--- src/rtl/mc_ctrl_pkg.sv ---
// -----------------------------------------------------------------------------
// mc_ctrl_pkg
//
// Shared definitions for the multi-cycle MIPS main control unit:
//   - state_t   : 4-bit FSM state encoding (also exported on the debug port)
//   - OP_*      : opcode values of the supported instruction classes
//   - ALU_OP_*  : alu_op codes consumed by the ALU control unit
//   - SRC_B_*   : ALU B-operand select codes
//   - PC_SRC_*  : next-PC select codes
//   - ctrl_t    : packed control word produced by the state decoder
//   - op_supported() / is_retire() helpers
//
// Configuration macro: MC_CTRL_JUMP_EN (enables the J instruction).
// -----------------------------------------------------------------------------
package mc_ctrl_pkg;

  typedef enum logic [3:0] {
    S_IDLE      = 4'd0,
    S_FETCH     = 4'd1,
    S_DECODE    = 4'd2,
    S_MEM_ADDR  = 4'd3,
    S_MEM_RD    = 4'd4,
    S_MEM_WB    = 4'd5,
    S_MEM_WR    = 4'd6,
    S_R_EXEC    = 4'd7,
    S_R_WB      = 4'd8,
    S_BRANCH    = 4'd9,
    S_JUMP      = 4'd10,
    S_ADDI_EXEC = 4'd11,
    S_ADDI_WB   = 4'd12
  } state_t;

  localparam logic [5:0] OP_R_TYPE = 6'b000000;
  localparam logic [5:0] OP_LW     = 6'b100011;
  localparam logic [5:0] OP_SW     = 6'b101011;
  localparam logic [5:0] OP_BEQ    = 6'b000100;
  localparam logic [5:0] OP_ADDI   = 6'b001000;
  localparam logic [5:0] OP_J      = 6'b000010;

  localparam logic [1:0] ALU_OP_ADD   = 2'b00;
  localparam logic [1:0] ALU_OP_SUB   = 2'b01;
  localparam logic [1:0] ALU_OP_FUNCT = 2'b10;

  localparam logic [1:0] SRC_B_REG     = 2'b00;
  localparam logic [1:0] SRC_B_FOUR    = 2'b01;
  localparam logic [1:0] SRC_B_IMM     = 2'b10;
  localparam logic [1:0] SRC_B_IMM_SL2 = 2'b11;

  localparam logic [1:0] PC_SRC_ALU    = 2'b00;
  localparam logic [1:0] PC_SRC_ALUOUT = 2'b01;
  localparam logic [1:0] PC_SRC_JUMP   = 2'b10;

`ifdef MC_CTRL_JUMP_EN
  localparam logic JUMP_EN = 1'b1;
`else
  localparam logic JUMP_EN = 1'b0;
`endif

  typedef struct packed {
    logic       pc_write;
    logic       pc_write_cond;
    logic       i_or_d;
    logic       mem_read;
    logic       mem_write;
    logic       ir_write;
    logic       mem_to_reg;
    logic       reg_dst;
    logic       reg_write;
    logic       alu_src_a;
    logic [1:0] alu_src_b;
    logic [1:0] alu_op;
    logic [1:0] pc_source;
    logic       illegal;
  } ctrl_t;

  // Everything deasserted; also the word seen in IDLE and during reset.
  localparam ctrl_t CTRL_NONE = '{
    pc_write:      1'b0,
    pc_write_cond: 1'b0,
    i_or_d:        1'b0,
    mem_read:      1'b0,
    mem_write:     1'b0,
    ir_write:      1'b0,
    mem_to_reg:    1'b0,
    reg_dst:       1'b0,
    reg_write:     1'b0,
    alu_src_a:     1'b0,
    alu_src_b:     SRC_B_REG,
    alu_op:        ALU_OP_ADD,
    pc_source:     PC_SRC_ALU,
    illegal:       1'b0
  };

  // True for opcodes that DECODE dispatches to an execute sequence.
  function automatic logic op_supported(input logic [5:0] op);
    case (op)
      OP_R_TYPE, OP_LW, OP_SW, OP_BEQ, OP_ADDI: op_supported = 1'b1;
      OP_J:                                    op_supported = JUMP_EN;
      default:                                 op_supported = 1'b0;
    endcase
  endfunction

  // States whose exit to FETCH marks the instruction as retired.
  function automatic logic is_retire(input state_t s);
    is_retire = (s inside {S_R_WB, S_ADDI_WB, S_MEM_WB, S_MEM_WR, S_BRANCH, S_JUMP});
  endfunction

endpackage

--- src/rtl/mips_multicycle_control_if.sv ---
// -----------------------------------------------------------------------------
// mips_multicycle_control_if
//
// Bundle between the multi-cycle control FSM and the datapath.
//   Datapath -> control : op (IR[31:26]), mem_ready
//   Control -> datapath : PC/memory/IR/register-file enables and mux selects,
//                         alu_op, illegal, instr_count, debug state
// Modports:
//   master : the control unit (drives the control word)
//   slave  : the datapath / memory side
// Parameter CNT_W sets the width of instr_count.
// -----------------------------------------------------------------------------
interface mips_multicycle_control_if #(
  parameter int CNT_W = 16
);

  logic [5:0]       op;
  logic             mem_ready;

  logic             pc_write;
  logic             pc_write_cond;
  logic             i_or_d;
  logic             mem_read;
  logic             mem_write;
  logic             ir_write;
  logic             mem_to_reg;
  logic             reg_dst;
  logic             reg_write;
  logic             alu_src_a;
  logic [1:0]       alu_src_b;
  logic [1:0]       alu_op;
  logic [1:0]       pc_source;
  logic             illegal;
  logic [CNT_W-1:0] instr_count;
  logic [3:0]       state;

  modport master (
    input  op, mem_ready,
    output pc_write, pc_write_cond, i_or_d, mem_read, mem_write, ir_write,
           mem_to_reg, reg_dst, reg_write, alu_src_a, alu_src_b, alu_op,
           pc_source, illegal, instr_count, state
  );

  modport slave (
    output op, mem_ready,
    input  pc_write, pc_write_cond, i_or_d, mem_read, mem_write, ir_write,
           mem_to_reg, reg_dst, reg_write, alu_src_a, alu_src_b, alu_op,
           pc_source, illegal, instr_count, state
  );

endinterface

--- src/rtl/mc_ctrl_decode.sv ---
// -----------------------------------------------------------------------------
// mc_ctrl_decode
//
// Purely combinational state -> control-word decoder for the multi-cycle
// MIPS control unit.
//   state     : current FSM state
//   mem_ready : memory handshake; only FETCH looks at it (IR/PC load)
//   op        : opcode, used only in DECODE to flag unsupported opcodes
//   ctrl      : full datapath control word
//
// Configuration macro: MC_CTRL_JUMP_EN (JUMP state decoded only when defined).
// -----------------------------------------------------------------------------
module mc_ctrl_decode
  import mc_ctrl_pkg::*;
(
  input  state_t     state,
  input  logic       mem_ready,
  input  logic [5:0] op,
  output ctrl_t      ctrl
);

  always_comb begin
    // NOTE: every field gets a default before the case, so no path can leave
    // a control bit unassigned and infer a latch.
    ctrl = CTRL_NONE;
    case (state)
      S_FETCH: begin
        ctrl.mem_read  = 1'b1;
        ctrl.alu_src_b = SRC_B_FOUR;
        ctrl.alu_op    = ALU_OP_ADD;
        ctrl.pc_source = PC_SRC_ALU;
        // IR and PC only load on the cycle the instruction word arrives.
        ctrl.ir_write  = mem_ready;
        ctrl.pc_write  = mem_ready;
      end
      S_DECODE: begin
        // ALUOut <= PC+4 + (imm << 2): branch target computed speculatively.
        ctrl.alu_src_b = SRC_B_IMM_SL2;
        ctrl.alu_op    = ALU_OP_ADD;
        ctrl.illegal   = ~op_supported(op);
      end
      S_MEM_ADDR, S_ADDI_EXEC: begin
        ctrl.alu_src_a = 1'b1;
        ctrl.alu_src_b = SRC_B_IMM;
        ctrl.alu_op    = ALU_OP_ADD;
      end
      S_MEM_RD: begin
        ctrl.mem_read = 1'b1;
        ctrl.i_or_d   = 1'b1;
      end
      S_MEM_WR: begin
        ctrl.mem_write = 1'b1;
        ctrl.i_or_d    = 1'b1;
      end
      S_MEM_WB: begin
        ctrl.reg_write  = 1'b1;
        ctrl.mem_to_reg = 1'b1;
      end
      S_R_EXEC: begin
        ctrl.alu_src_a = 1'b1;
        ctrl.alu_src_b = SRC_B_REG;
        ctrl.alu_op    = ALU_OP_FUNCT;
      end
      S_R_WB: begin
        ctrl.reg_write = 1'b1;
        ctrl.reg_dst   = 1'b1;
      end
      S_ADDI_WB: begin
        ctrl.reg_write = 1'b1;
      end
      S_BRANCH: begin
        ctrl.alu_src_a     = 1'b1;
        ctrl.alu_src_b     = SRC_B_REG;
        ctrl.alu_op        = ALU_OP_SUB;
        ctrl.pc_write_cond = 1'b1;
        ctrl.pc_source     = PC_SRC_ALUOUT;
      end
`ifdef MC_CTRL_JUMP_EN
      S_JUMP: begin
        ctrl.pc_write  = 1'b1;
        ctrl.pc_source = PC_SRC_JUMP;
      end
`endif
      default: ;
    endcase
  end

endmodule

--- src/rtl/mips_multicycle_control.sv ---
// -----------------------------------------------------------------------------
// mips_multicycle_control
//
// Multi-cycle main control unit for the 16-bit MIPS datapath. Sequences
// FETCH / DECODE / execute / memory / write-back so one ALU and one memory
// port are shared across phases.
//
// Ports:
//   clock    : rising-edge clock
//   reset_n  : asynchronous active-low reset (IDLE, counter cleared)
//   bus      : mips_multicycle_control_if.master
//              in : op, mem_ready
//              out: datapath control word, illegal, instr_count, state
// Parameter:
//   CNT_W    : width of the retired-instruction counter (wraps, no saturation)
//
// Configuration macro: MC_CTRL_JUMP_EN -- when defined, opcode 000010 runs the
// JUMP state; otherwise it is treated as an unsupported opcode.
//
// The state register, next-state logic and counter live here; the control
// word is decoded from the state by mc_ctrl_decode.
// -----------------------------------------------------------------------------
module mips_multicycle_control
  import mc_ctrl_pkg::*;
#(
  parameter int CNT_W = 16
) (
  input  logic                       clock,
  input  logic                       reset_n,
  mips_multicycle_control_if.master  bus
);

  state_t           state_q;
  state_t           next_state;
  logic [CNT_W-1:0] count_q;
  logic             retire;
  ctrl_t            ctrl;

  // ---------------------------------------------------------------------------
  // Next-state logic
  // ---------------------------------------------------------------------------
  always_comb begin
    next_state = state_q;
    case (state_q)
      S_IDLE:   next_state = S_FETCH;
      S_FETCH:  if (bus.mem_ready) next_state = S_DECODE;
      S_DECODE: begin
        case (bus.op)
          OP_R_TYPE:    next_state = S_R_EXEC;
          OP_LW, OP_SW: next_state = S_MEM_ADDR;
          OP_BEQ:       next_state = S_BRANCH;
          OP_ADDI:      next_state = S_ADDI_EXEC;
`ifdef MC_CTRL_JUMP_EN
          OP_J:         next_state = S_JUMP;
`endif
          // Unsupported opcode: abandon the instruction, nothing retires.
          default:      next_state = S_FETCH;
        endcase
      end
      // op is still held from DECODE, so it selects load vs store here.
      S_MEM_ADDR:  next_state = (bus.op == OP_SW) ? S_MEM_WR : S_MEM_RD;
      S_MEM_RD:    if (bus.mem_ready) next_state = S_MEM_WB;
      S_MEM_WR:    if (bus.mem_ready) next_state = S_FETCH;
      S_R_EXEC:    next_state = S_R_WB;
      S_ADDI_EXEC: next_state = S_ADDI_WB;
      S_R_WB, S_ADDI_WB, S_MEM_WB, S_BRANCH:
                   next_state = S_FETCH;
`ifdef MC_CTRL_JUMP_EN
      S_JUMP:      next_state = S_FETCH;
`endif
      // Unused encodings fall back to a clean restart.
      default:     next_state = S_IDLE;
    endcase
  end

  // An instruction retires on the edge that leaves its last state for FETCH.
  // IDLE->FETCH and DECODE->FETCH (unsupported opcode) are excluded by
  // is_retire().
  assign retire = is_retire(state_q) && (next_state == S_FETCH);

  // ---------------------------------------------------------------------------
  // State register and retired-instruction counter
  // ---------------------------------------------------------------------------
  always_ff @(posedge clock or negedge reset_n) begin
    if (!reset_n) begin
      state_q <= S_IDLE;
      count_q <= '0;
    end else begin
      // NOTE: non-blocking assignments, so every register here samples the
      // pre-edge value of state_q regardless of statement order.
      state_q <= next_state;
      if (retire) count_q <= count_q + CNT_W'(1);
    end
  end

  // ---------------------------------------------------------------------------
  // Control word
  // ---------------------------------------------------------------------------
  mc_ctrl_decode u_decode (
    .state     (state_q),
    .mem_ready (bus.mem_ready),
    .op        (bus.op),
    .ctrl      (ctrl)
  );

  // Reset forces state_q to IDLE asynchronously, so the decoded word drops
  // to all-zero in the same cycle and no pending write can complete.
  assign bus.pc_write      = ctrl.pc_write;
  assign bus.pc_write_cond = ctrl.pc_write_cond;
  assign bus.i_or_d        = ctrl.i_or_d;
  assign bus.mem_read      = ctrl.mem_read;
  assign bus.mem_write     = ctrl.mem_write;
  assign bus.ir_write      = ctrl.ir_write;
  assign bus.mem_to_reg    = ctrl.mem_to_reg;
  assign bus.reg_dst       = ctrl.reg_dst;
  assign bus.reg_write     = ctrl.reg_write;
  assign bus.alu_src_a     = ctrl.alu_src_a;
  assign bus.alu_src_b     = ctrl.alu_src_b;
  assign bus.alu_op        = ctrl.alu_op;
  assign bus.pc_source     = ctrl.pc_source;
  assign bus.illegal       = ctrl.illegal;
  assign bus.instr_count   = count_q;
  assign bus.state         = state_q;

endmodule
--- src/flat_wrapper.sv ---
// flat-port wrapper written by rule: the top's interface ports become plain ports
module mips_multicycle_control_flat import mc_ctrl_pkg::*;
#(
  parameter int CNT_W = 16
)
  (clock, reset_n, bus_op, bus_mem_ready, bus_pc_write, bus_pc_write_cond, bus_i_or_d, bus_mem_read, bus_mem_write, bus_ir_write, bus_mem_to_reg, bus_reg_dst, bus_reg_write, bus_alu_src_a, bus_alu_src_b, bus_alu_op, bus_pc_source, bus_illegal, bus_instr_count, bus_state);
  mips_multicycle_control_if #(.CNT_W(CNT_W)) bus_i ();
  input  logic clock;
  input  logic reset_n;
  input wire logic [$bits(bus_i.op)-1:0] bus_op;
  input wire logic [$bits(bus_i.mem_ready)-1:0] bus_mem_ready;
  output wire logic [$bits(bus_i.pc_write)-1:0] bus_pc_write;
  output wire logic [$bits(bus_i.pc_write_cond)-1:0] bus_pc_write_cond;
  output wire logic [$bits(bus_i.i_or_d)-1:0] bus_i_or_d;
  output wire logic [$bits(bus_i.mem_read)-1:0] bus_mem_read;
  output wire logic [$bits(bus_i.mem_write)-1:0] bus_mem_write;
  output wire logic [$bits(bus_i.ir_write)-1:0] bus_ir_write;
  output wire logic [$bits(bus_i.mem_to_reg)-1:0] bus_mem_to_reg;
  output wire logic [$bits(bus_i.reg_dst)-1:0] bus_reg_dst;
  output wire logic [$bits(bus_i.reg_write)-1:0] bus_reg_write;
  output wire logic [$bits(bus_i.alu_src_a)-1:0] bus_alu_src_a;
  output wire logic [$bits(bus_i.alu_src_b)-1:0] bus_alu_src_b;
  output wire logic [$bits(bus_i.alu_op)-1:0] bus_alu_op;
  output wire logic [$bits(bus_i.pc_source)-1:0] bus_pc_source;
  output wire logic [$bits(bus_i.illegal)-1:0] bus_illegal;
  output wire logic [$bits(bus_i.instr_count)-1:0] bus_instr_count;
  output wire logic [$bits(bus_i.state)-1:0] bus_state;
  assign bus_i.op = bus_op;
  assign bus_i.mem_ready = bus_mem_ready;
  assign bus_pc_write = bus_i.pc_write;
  assign bus_pc_write_cond = bus_i.pc_write_cond;
  assign bus_i_or_d = bus_i.i_or_d;
  assign bus_mem_read = bus_i.mem_read;
  assign bus_mem_write = bus_i.mem_write;
  assign bus_ir_write = bus_i.ir_write;
  assign bus_mem_to_reg = bus_i.mem_to_reg;
  assign bus_reg_dst = bus_i.reg_dst;
  assign bus_reg_write = bus_i.reg_write;
  assign bus_alu_src_a = bus_i.alu_src_a;
  assign bus_alu_src_b = bus_i.alu_src_b;
  assign bus_alu_op = bus_i.alu_op;
  assign bus_pc_source = bus_i.pc_source;
  assign bus_illegal = bus_i.illegal;
  assign bus_instr_count = bus_i.instr_count;
  assign bus_state = bus_i.state;
  mips_multicycle_control #(.CNT_W(CNT_W)) u_core (.clock(clock), .reset_n(reset_n), .bus(bus_i));
endmodule
--- config.mk ---
export PLATFORM = sky130hd
export DESIGN_NAME = mips_multicycle_control_flat
export DESIGN_NICKNAME = d
export VERILOG_FILES = /design/src/rtl/mc_ctrl_pkg.sv /design/src/rtl/mips_multicycle_control_if.sv /design/src/rtl/mc_ctrl_decode.sv /design/src/rtl/mips_multicycle_control.sv /design/src/flat_wrapper.sv
export SDC_FILE = /design/constraint.sdc
export NUM_CORES = 1
export LEC_CHECK = 0
export CAP_MARGIN = 0
export CORE_AREA = 3 3 56 58
export DETAILED_ROUTE_END_ITERATION = 10
export DIE_AREA = 0 0 59 61
export PLACE_DENSITY = 0.82
export RECOVER_POWER = 25
export SETUP_SLACK_MARGIN = 0.5
export SYNTH_ARGS = -nofsm -noshare
export SYNTH_HDL_FRONTEND = slang
export SYNTH_HIERARCHICAL = 1
export SYNTH_SLANG_ARGS = --single-unit
--- constraint.sdc ---
create_clock -name clock -period 3.4 [get_ports clock]
set_input_delay 0.68 -clock clock [delete_from_list [all_inputs] [get_ports clock]]
set_output_delay 0.68 -clock clock [all_outputs]
set_load 0.005 [all_outputs]
==> qor.yml, run 1 <==
outcome: "finished clean"
critical_path_depth: 3
dr_total_vias: 1182
setup_tns_ps: 0
power.leakage_nw: 0.718
fill_cells: 227
synth_xor_area_share_pct: 11.7
synth_top_area_share_pct: 39.5
cp_max_fo: 7
diodes: 0
finalNetCount: 190
cp_slowest_cell: "dlygate4sd3_1"
syn_inst: 138
rr_startpoint: "u_core/bus.state[3]$_DFF_PN0_"
crit_chain: "dlygate4sd3_1 -> nor4b_2 -> clkdlybuf4s50_1"
yosysTopAreaCell: "dfrtp_1"
routedWlPerCell_um: 14.7
final-max-slew-violation-count: 0
dieWidth_um: 59
synth_most_common_cell: "dfrtp_1"
yosys_most_used_dff: "dfrtp_1"
yosys_warnings: 6
power_density_nw_per_um2: 633
io_buffers: 44
r2r_cells: 4
drive_gt1_share_pct: 9.50
ant_nets: 0
hold_viol: 0
synth_nets: 148
synth_area_per_cell_um2: 9.18
overflow: 0
synth-simple-area-share_pct: 32.0
grt_pass1_vias: 1125
ff_latch_area_um2: 504
muxShareOfSynthArea_pct: 0.888
area_growth_pct: 38.4
min-delay-start: "u_core/bus.instr_count[15]$_DFFE_PN0P_"
endpoint_kind: "output pin"
cts-root-buf: "clkbuf_4"
ys_ff_latch: 20
h-tree-depth: 1
tightest_slew_ps: 864
cts.hold.buffers_added: 0
setup_viol: 0
synth_edf_count: 0
slew_headroom_pct: 42.2
synthAdderAreaFrac_pct: 0.987
fin_total_pwr_mw: 1.11
fmax_ghz: 0.349
rsz0062_at_grt: "no"
antenna_found_initial: 0
crit_type: "primary input to output pin"
hp-class: "register to register"
multiInputGateArea_um2: 702
clock-sinks: 20
fin_worst_skew_ps: 3.18
io_pins: 46
fin_crit_ps: 2870
cap_violations: 0
synth_top_family_by_area: "simple AND/OR/NAND/NOR gates"
vias_per_cell: 5.63
cp.arrival_ps: 2190
drt_iter0_drc: 42
cts.path.max_buffers: 2
yosys-top-cells-count: "dfrtp_1, xnor2_1, nand2_1, nor2_1"
synth_compound_area_share_pct: 8.39
start_kind: "primary input"
start_util_pct: 46.8
path_delay_family: "buffers and inverters"
grt_pass1_wl_um: 5000
holdPathStages: 1
synthTopCellsByArea: "dfrtp_1, xnor2_1, and3_1, nand4_1, nand2_1"
ir_drop_mv: 0.436
synthDistinctLibCells: 39
grtUsageTotal_pct: 18.0
min_delay_worst_endpoint: "u_core/bus.instr_count[15]$_DFFE_PN0P_"
crit_path_max_incr_delay_ps: 660
gp_congestion: 0.798
cts_buffers: 3
dr.pass1.iters: 4
cts_tree: "done"
die_h_um: 61
die-area_um2: 3600
r2r_slack_ps: 1410
synthArstFlopShare_pct: 100
post-dp-hpwl_um: 2260
drc: 0
drt-total-wl_um: 3080
post-route-period-util_pct: 84.4
path_buf_inv: 2
core_um2: 2710
grt_max_degree: 21
crit_required_ps: 2720
yosysSeqAreaShare_pct: 39.5
postLayoutCoreUtil_pct: 64.7
r2r_end: "u_core/bus.instr_count[1]$_DFFE_PN0P_"
clk_pin_slew_ps: 100
clk_latency_ps: 300
syn_area_um2: 1270
fp-row-count: 19
-- how the worst max path moves through the flow --
stage / start / to / slack (ps)
3_5_place_dp: bus_op[0] / bus_illegal / 380
6_report: bus_mem_ready / bus_pc_write / 530
3_3_place_gp: bus_op[0] / bus_illegal / 420
5_1_grt: bus_mem_ready / bus_pc_write / 430
4_1_cts: bus_mem_ready / bus_pc_write / 500
2_1_floorplan: bus_op[0] / bus_illegal / 1360
-- flip-flops by register name, summed over array words and instances (netlist names) --
name	flops
u_core/bus.instr_count	16
u_core/bus.state	4
-- layer usage --
layer | vias up | share of wire (%) | track usage, %
met4 | 0 | 1.5 | 5.50
met1 | 578 | 42 | 21.5
met2 | 27 | 53 | 32.5
li1 | 573 | - | -
met3 | 4 | 2.9 | 3.83
met5 | - | 0 | 0
-- stage by stage --
stage | area, µm² | setup WS [ps] | hold WS [ps] | instances
after floorplan | 1270 | 1360 | 384 | 138
after global placement | 1680 | 421 | 460 | 203
after detailed placement | 1680 | 378 | 473 | 203
after CTS | 1710 | 501 | 491 | 207
after global routing | 1750 | 434 | 514 | 210
final | 1750 | 532 | 490 | 210
-- cells by family after synthesis --
group,count (synthesis)
and+or+nand+nor,69
other,1
muxes,1
adders and majority gates,1
xor gates and xnor gates,17
buffers and inverters,13
AOI/OAI and AO/OA,16
DFF,20
-- cells in the final DEF (no fill, tap or decap), drive strengths merged, types with 2 or more instances in the layout --
cell type	synthesis	routed
nand2b	5	5
nor2b	3	3
inv	3	3
clkdlybuf4s50	0	38
nor4b	3	3
nand3	5	5
clkbuf	4	4
o21ai	5	5
a21oi	3	3
and3	7	7
dlygate4sd2	0	3
dfrtp	20	20
nor2	9	9
dlygate4sd3	0	2
nand4	8	8
nand2	11	11
a211oi	3	3
buf	6	3
and4	3	3
xnor2	16	16
nor3	7	7
-- worst register-to-register path, stage by stage, from the launching register on --
cell	delay, ps
dfrtp_1	690
inv_1	160
a211oi_1	270
a31o_2	380
mux2_2	390
-- final cells by class --
| type | instances | area share, % |
|---|---|---|
| Inverter | 3 | 0.642 |
| Timing Repair Buffer | 47 | 26.3 |
| Multi-Input combinational cell | 105 | 40.0 |
| Sequential cell | 20 | 28.7 |
| Clock buffer | 4 | 2.07 |
| Tap cell | 31 | 2.21 |
-- power by group --
group          switching (mW)  leakage, nW  internal (mW)
clock network          0.0692       0.0210         0.0653
registers               0.122        0.264          0.287
logic                   0.228        0.433          0.340
-- timing repair --
| action | in CTS | in global routing |
|---|---|---|
| resized for setup | 5 | 5 |
| setup endpoints to repair | 3 | 3 |
| setup buffers | 0 | 3 |
| gates cloned | 0 | 0 |
No activity file was read; power rests on OpenSTA's default activity.
==> run 2, diff against run 1 <==
--- a/config.mk
+++ b/config.mk
@@ -6,10 +6,10 @@
 export NUM_CORES = 1
 export LEC_CHECK = 0
 export CAP_MARGIN = 0
-export CORE_AREA = 3 3 56 58
+export CORE_AREA = 3 3 61 63
 export DETAILED_ROUTE_END_ITERATION = 10
-export DIE_AREA = 0 0 59 61
-export PLACE_DENSITY = 0.82
+export DIE_AREA = 0 0 64 66
+export PLACE_DENSITY = 0.73
 export RECOVER_POWER = 25
 export SETUP_SLACK_MARGIN = 0.5
 export SYNTH_ARGS = -nofsm -noshare
==> constraint.sdc (replaced) <==
create_clock -name clock -period 2.5 [get_ports clock]
set_input_delay 0.5 -clock clock [delete_from_list [all_inputs] [get_ports clock]]
set_output_delay 0.5 -clock clock [all_outputs]
set_load 0.005 [all_outputs]
==> qor.yml, run 2 (same netlist as run 1, synthesis figures left out) <==
outcome: "finished clean"  # unchanged
dr.pass1.iters: 4  # unchanged
crit_path_end: "bus_illegal"  # was bus_pc_write
fp-row-count: 21  # was 19
fin_crit_ps: 2020
power_density_nw_per_um2: 891  # was 633 nW/µm²
vias_per_cell: 5.04  # was 5.63
post-route-period-util_pct: 80.9
pwr-share-clk_pct: 14.5  # was 12.1%
drc: 0  # unchanged
largest_reg_flops: 16  # unchanged
wl_met1_um: 1410  # was 1300 µm
drt_iter0_drc: 45  # was 42
crit_type: "primary input to output pin"  # unchanged
path_delay_family: "simple AND/OR/NAND/NOR gates"  # was buffers and inverters
final_cells: 249  # was 210
antenna_found_initial: 0  # unchanged
fin_total_pwr_mw: 1.80  # was 1.11 mW
overflow: 0  # unchanged
cts-root-buf: "clkbuf_4"  # unchanged
crit_chain: "clkdlybuf4s15_1 -> or4_4 -> a21oi_2 -> nor3_2 -> buf_2"  # was dlygate4sd3_1 -> nor4b_2 -> clkdlybuf4s50_1
power.leakage_nw: 0.938  # was 0.718 nW
die_h_um: 66  # was 61 µm
p_int_mw: 1.15  # was 0.692 mW
grtUsageTotal_pct: 15.4  # was 18.0%
wl_met3_um: 107  # was 89 µm
clock-sinks: 20  # unchanged
crit_start: "bus_op[5]"  # was bus_mem_ready
slew_headroom_pct: 27.8  # was 42.2%
finalInstanceArea_um2: 2020  # was 1750 µm²
min-delay-start: "u_core/bus.instr_count[15]$_DFFE_PN0P_"  # unchanged
cp_max_fo: 2  # was 7
clk_pin_slew_ps: 100  # about the same
start_util_pct: 38.6  # was 46.8%
r2r_end: "u_core/bus.instr_count[1]$_DFFE_PN0P_"  # unchanged
critical_path_depth: 5  # was 3
core_um2: 3280  # was 2710 µm²
cap_violations: 0  # unchanged
clk_latency_ps: 310  # was 300 ps
dr.max_layer_used: "met4"  # unchanged
cts_tree: "done"  # unchanged
endpoint_kind: "output pin"  # unchanged
cts_buffers: 3  # unchanged
diodes: 0  # unchanged
post-dp-hpwl_um: 2390  # was 2260 µm
p_comb_share_pct: 59.4  # was 51.1%
postLayoutCoreUtil_pct: 61.5  # was 64.7%
die-area_um2: 4220  # was 3600 µm²
fmax_ghz: 0.494
layout_common_cells: "buf_4, clkdlybuf4s50_1, dfrtp_1"  # was clkdlybuf4s50_1, dfrtp_1, xnor2_1
grt_pass1_wl_um: 5290  # was 5000 µm
layout_commonest_cell: "buf_4"  # was clkdlybuf4s50_1
tightest_slew_ps: 1080  # was 864 ps
dpl_cell_area_um2: 1770  # was 1680 µm²
grt_pass1_vias: 1154  # was 1125
crit_required_ps: 2000  # was 2720 ps
gp_congestion: 0.752  # was 0.798
path_buf_inv: 2  # unchanged
hp-class: "register to register"  # unchanged
switchingPower_mw: 0.651  # was 0.419 mW
p_seq_share_pct: 26.1  # was 36.8%
crit_path_max_incr_delay_ps: 530  # was 660 ps
setup_viol: 0  # unchanged
h-tree-depth: 1  # unchanged
dieWidth_um: 64  # was 59 µm
rsz0062_at_grt: "yes"  # was no
finalNetCount: 214  # was 190
drt-total-wl_um: 3370  # was 3080 µm
area_growth_pct: 59.4  # was 38.4%
start_kind: "primary input"  # unchanged
io_buffers: 44  # unchanged
p_sw_share_pct: 36.1  # was 37.7%
dp_cells: 228  # was 203
grt_max_degree: 21  # unchanged
setup_tns_ps: 0  # unchanged
io_pins: 46  # unchanged
cts.path.max_buffers: 2  # unchanged
drive_gt1_share_pct: 27.6  # was 9.50%
cp_slowest_cell: "or4_4"  # was dlygate4sd3_1
r2r_slack_ps: 620  # was 1410 ps
wl_met2_um: 1840  # was 1650 µm
hold_viol: 0  # unchanged
dr_total_vias: 1254  # was 1182
holdPathStages: 1  # unchanged
ant_nets: 0  # unchanged
routedWlPerCell_um: 13.6  # was 14.7 µm
final-max-slew-violation-count: 0  # unchanged
r2r_cells: 6  # was 4
fin_worst_skew_ps: 13.1  # was 3.18 ps
rr_startpoint: "u_core/bus.state[1]$_DFF_PN0_"  # was u_core/bus.state[3]$_DFF_PN0_
ir_drop_mv: 0.602  # was 0.436 mV
cp.arrival_ps: 1520  # was 2190 ps
[run 2: layout make-up]
cell class / count / area (µm²)
Clock buffer: 3 / 22.5
Tap cell: 46 / 57.6
Timing Repair Buffer: 71 / 627
Inverter: 3 / 11.3
Multi-Input combinational cell: 105 / 768
Fill cell: 276 / 1260
Clock inverter: 1 / 30.0
Sequential cell: 20 / 504
[run 2: layer usage]
| layer | up-vias | global-route usage, % |
|---|---|---|
| met5 | - | 0 |
| met4 | 0 | 1.62 |
| met3 | 2 | 3.06 |
| met2 | 27 | 28.9 |
| met1 | 599 | 18.7 |
| li1 | 626 | - |
[run 2: worst register-to-register path, stage by stage, from the launching register on]
cell	delay, ps
dfrtp_2	430
buf_6	130
buf_4	130
buf_4	150
a211oi_1	190
a31o_2	360
mux2_2	380
[run 2: through the flow]
step | hold slack (ps) | setup WS (ps)
finish | 480 | 477
global route | 488 | 447
CTS | 482 | 257
detailed placement | 464 | -84.7
global placement | 461 | -44.4
floorplan | 204 | 658
[run 2: how the worst min path moves through the flow]
stage	to	slack (ps)
2_1_floorplan	u_core/bus.instr_count[0]$_DFFE_PN0P_	200
3_3_place_gp	u_core/bus.instr_count[15]$_DFFE_PN0P_	460
3_5_place_dp	u_core/bus.instr_count[15]$_DFFE_PN0P_	460
4_1_cts	u_core/bus.instr_count[15]$_DFFE_PN0P_	480
5_1_grt	u_core/bus.instr_count[15]$_DFFE_PN0P_	490
6_report	u_core/bus.instr_count[15]$_DFFE_PN0P_	480
[run 2: power groups by stage]
stage / sequential [mW] / clock, mW / combinational, mW
after global routing: 0.481 / 0.287 / 1.16
after floorplan: 0.473 / 0 / 0.460
after CTS: 0.467 / 0.266 / 0.940
after global placement: 0.511 / 0 / 0.786
final: 0.469 / 0.261 / 1.07
after detailed placement: 0.516 / 0 / 0.811
[run 2: what timing repair did]
action,4_1_cts,5_1_grt
pin swaps,2,5
buffers inserted,13,4
resized for setup,30,43
hold buffers,0,0
setup endpoints to repair,17,14
==> run 3, diff against run 2 <==
--- a/config.mk
+++ b/config.mk
@@ -6,10 +6,10 @@
 export NUM_CORES = 1
 export LEC_CHECK = 0
 export CAP_MARGIN = 0
-export CORE_AREA = 3 3 61 63
+export CORE_AREA = 3 3 58 60
 export DETAILED_ROUTE_END_ITERATION = 10
-export DIE_AREA = 0 0 64 66
-export PLACE_DENSITY = 0.73
+export DIE_AREA = 0 0 61 63
+export PLACE_DENSITY = 0.77
 export RECOVER_POWER = 25
 export SETUP_SLACK_MARGIN = 0.5
 export SYNTH_ARGS = -nofsm -noshare
==> constraint.sdc (replaced) <==
create_clock -name clock -period 1.9 [get_ports clock]
set_input_delay 0.38 -clock clock [delete_from_list [all_inputs] [get_ports clock]]
set_output_delay 0.38 -clock clock [all_outputs]
set_load 0.005 [all_outputs]
==> qor.yml, run 3 (same netlist as run 1, synthesis figures left out) <==
outcome: "finished with violations"  # was finished clean
failed_checks: "negative setup slack"
drc: 0  # unchanged
final-max-slew-violation-count: 0  # unchanged
grtUsageTotal_pct: 26.9  # was 15.4%
power_density_nw_per_um2: 1270  # was 891 nW/µm²
setup_viol: 1  # was 0
post-dp-hpwl_um: 2560  # was 2390 µm
cp.arrival_ps: 1530  # was 1520 ps
hp-class: "register to register"  # unchanged
drt_iter0_drc: 79  # was 45
clk_latency_ps: 310  # about the same
rsz0062_at_grt: "yes"  # unchanged
gp_congestion: 0.865  # was 0.752
crit_path_end: "bus_illegal"  # unchanged
r2r_cells: 7  # was 6
holdPathStages: 2  # was 1
path_delay_family: "simple AND/OR/NAND/NOR gates"  # unchanged
crit_start: "u_core/bus.state[2]$_DFF_PN0_"  # was bus_op[5]
die-area_um2: 3840  # was 4220 µm²
clk_pin_slew_ps: 120  # was 100 ps
finalInstanceArea_um2: 2650  # was 2020 µm²
die_h_um: 63  # was 66 µm
slew_headroom_pct: 24.1  # was 27.8%
multiInputGateArea_um2: 1070  # was 768 µm²
ir_drop_mv: 1.11  # was 0.602 mV
fin_crit_ps: 1910
ff_latch_area_um2: 507  # was 504 µm²
dr.pass1.iters: 4  # unchanged
p_int_mw: 2.03  # was 1.15 mW
rr_startpoint: "u_core/bus.state[2]$_DFF_PN0_"  # was u_core/bus.state[1]$_DFF_PN0_
overflow: 0  # unchanged
core_um2: 2980  # was 3280 µm²
cp_max_fo: 2  # unchanged
grt_max_degree: 21  # unchanged
path_buf_inv: 2  # unchanged
dieWidth_um: 61  # was 64 µm
clock-sinks: 20  # unchanged
dp_cells: 223  # was 228
p_comb_share_pct: 74.4  # was 59.4%
r2r_slack_ps: 90  # was 620 ps
critical_path_depth: 4  # was 5
fmax_ghz: 0.522
grt_pass1_wl_um: 7800  # was 5290 µm
grt_pass1_vias: 1694  # was 1154
vias_per_cell: 5.76  # was 5.04
p_sw_share_pct: 39.4  # was 36.1%
drt-total-wl_um: 5560  # was 3370 µm
p_seq_share_pct: 17.8  # was 26.1%
fp-row-count: 20  # was 21
fill_cells: 125  # was 276
crit_chain: "buf_6 -> or3_4 -> nor3_2 -> buf_2"  # was clkdlybuf4s15_1 -> or4_4 -> a21oi_2 -> nor3_2 -> buf_2
diodes: 0  # unchanged
finalNetCount: 250  # was 214
dpl_cell_area_um2: 1860  # was 1770 µm²
pwr-share-clk_pct: 7.9  # was 14.5%
start_util_pct: 42.6  # was 38.6%
cp_slowest_cell: "dfrtp_1"  # was or4_4
crit_path_max_incr_delay_ps: 450  # was 530 ps
start_kind: "register"  # was primary input
switchingPower_mw: 1.32  # was 0.651 mW
ant_nets: 0  # unchanged
layout_common_cells: "buf_4, buf_6, buf_2"  # was buf_4, clkdlybuf4s50_1, dfrtp_1
drive_gt1_share_pct: 61.5  # was 27.6%
tightest_slew_ps: 1140  # was 1080 ps
final.setup.worst_slack_ps: -14.4  # was 477 ps
cap_violations: 0  # unchanged
cts-root-buf: "clkbuf_4"  # unchanged
cts_tree: "done"  # unchanged
fin_worst_skew_ps: 2.23  # was 13.1 ps
routedWlPerCell_um: 20.4  # was 13.6 µm
largest_reg_flops: 16  # unchanged
post-route-period-util_pct: 101
crit_required_ps: 1520  # was 2000 ps
r2r_end: "u_core/bus.instr_count[1]$_DFFE_PN0P_"  # unchanged
area_growth_pct: 109  # was 59.4%
dr_total_vias: 1567  # was 1254
crit_type: "register to output pin"  # was primary input to output pin
endpoint_kind: "output pin"  # unchanged
io_pins: 46  # unchanged
final_cells: 272  # was 249
hold_viol: 0  # unchanged
cts_buffers: 3  # unchanged
layout_commonest_cell: "buf_4"  # unchanged
cts.path.max_buffers: 2  # unchanged
antenna_found_initial: 0  # unchanged
h-tree-depth: 1  # unchanged
io_buffers: 44  # unchanged
power.leakage_nw: 1.34  # was 0.938 nW
run 3: changes by cell type in the layout (fill, tap and decap cells not counted), sizes merged:
cell | before | now
clkdlybuf4s15 | 7 | 4
dlygate4sd2 | 7 | 14
clkbuf | 5 | 7
buf | 31 | 82
bufinv | 1 | 0
dlymetal6s2s | 3 | 0
clkdlybuf4s50 | 20 | 3
run 3: stage by stage:
step / util (%) / worst slack, ps / total power [mW] / hold slack (ps) / TNS [ps]
floorplan: - / 364 / 1.24 / 84.4 / 0
global placement: 62.3 / -435 / 1.88 / 467 / -683
detailed placement: 62.3 / -465 / 1.91 / 465 / -805
CTS: 81.8 / 7.79 / 2.98 / 407 / 0
global route: 88.9 / -60.9 / 3.52 / 597 / -60.9
finish: 88.9 / -14.4 / 3.35 / 576 / -14.4
run 3: worst min-delay path by stage:
stage,from,to,slack [ps]
floorplan,reset_n,u_core/bus.instr_count[0]$_DFFE_PN0P_,80
global placement,u_core/bus.instr_count[15]$_DFFE_PN0P_,u_core/bus.instr_count[15]$_DFFE_PN0P_,470
detailed placement,u_core/bus.instr_count[15]$_DFFE_PN0P_,u_core/bus.instr_count[15]$_DFFE_PN0P_,470
CTS,reset_n,u_core/bus.instr_count[4]$_DFFE_PN0P_,410
global route,u_core/bus.instr_count[14]$_DFFE_PN0P_,u_core/bus.instr_count[14]$_DFFE_PN0P_,600
finish,u_core/bus.instr_count[14]$_DFFE_PN0P_,u_core/bus.instr_count[14]$_DFFE_PN0P_,580
run 3: area by class of cell:
type | instances | area share [%]
Clock buffer | 4 | 1.37
Multi-Input combinational cell | 105 | 40.4
Timing Repair Buffer | 107 | 37.0
Sequential cell | 20 | 19.1
Inverter | 3 | 0.520
Tap cell | 33 | 1.56
run 3: layer usage:
metal | up-vias | share of wire [%] | global-route usage (%)
met5 | - | 0 | 0
met4 | 0 | 4.3 | 11.7
li1 | 698 | - | -
met1 | 761 | 37 | 26.7
met2 | 87 | 53 | 50.7
met3 | 21 | 5.7 | 5.58
run 3: worst min-delay path, stage by stage, from the launching register on:
cell     delay (ps)
dfrtp_1         360
buf_4           120
xnor2_1          70
run 3: what timing repair did:
item,CTS,global route
pin swaps,30,19
hold buffers,0,0
setup endpoints to repair,54,46
resized for setup,180,43
cloned,2,0
buffers inserted,36,7
run 3: power by group through the flow:
stage | clock [mW] | combinational, mW | sequential (mW)
after CTS | 0.259 | 2.13 | 0.582
after floorplan | 0 | 0.618 | 0.627
final | 0.264 | 2.49 | 0.596
after global routing | 0.284 | 2.63 | 0.604
after global placement | 0 | 1.25 | 0.623
after detailed placement | 0 | 1.28 | 0.629
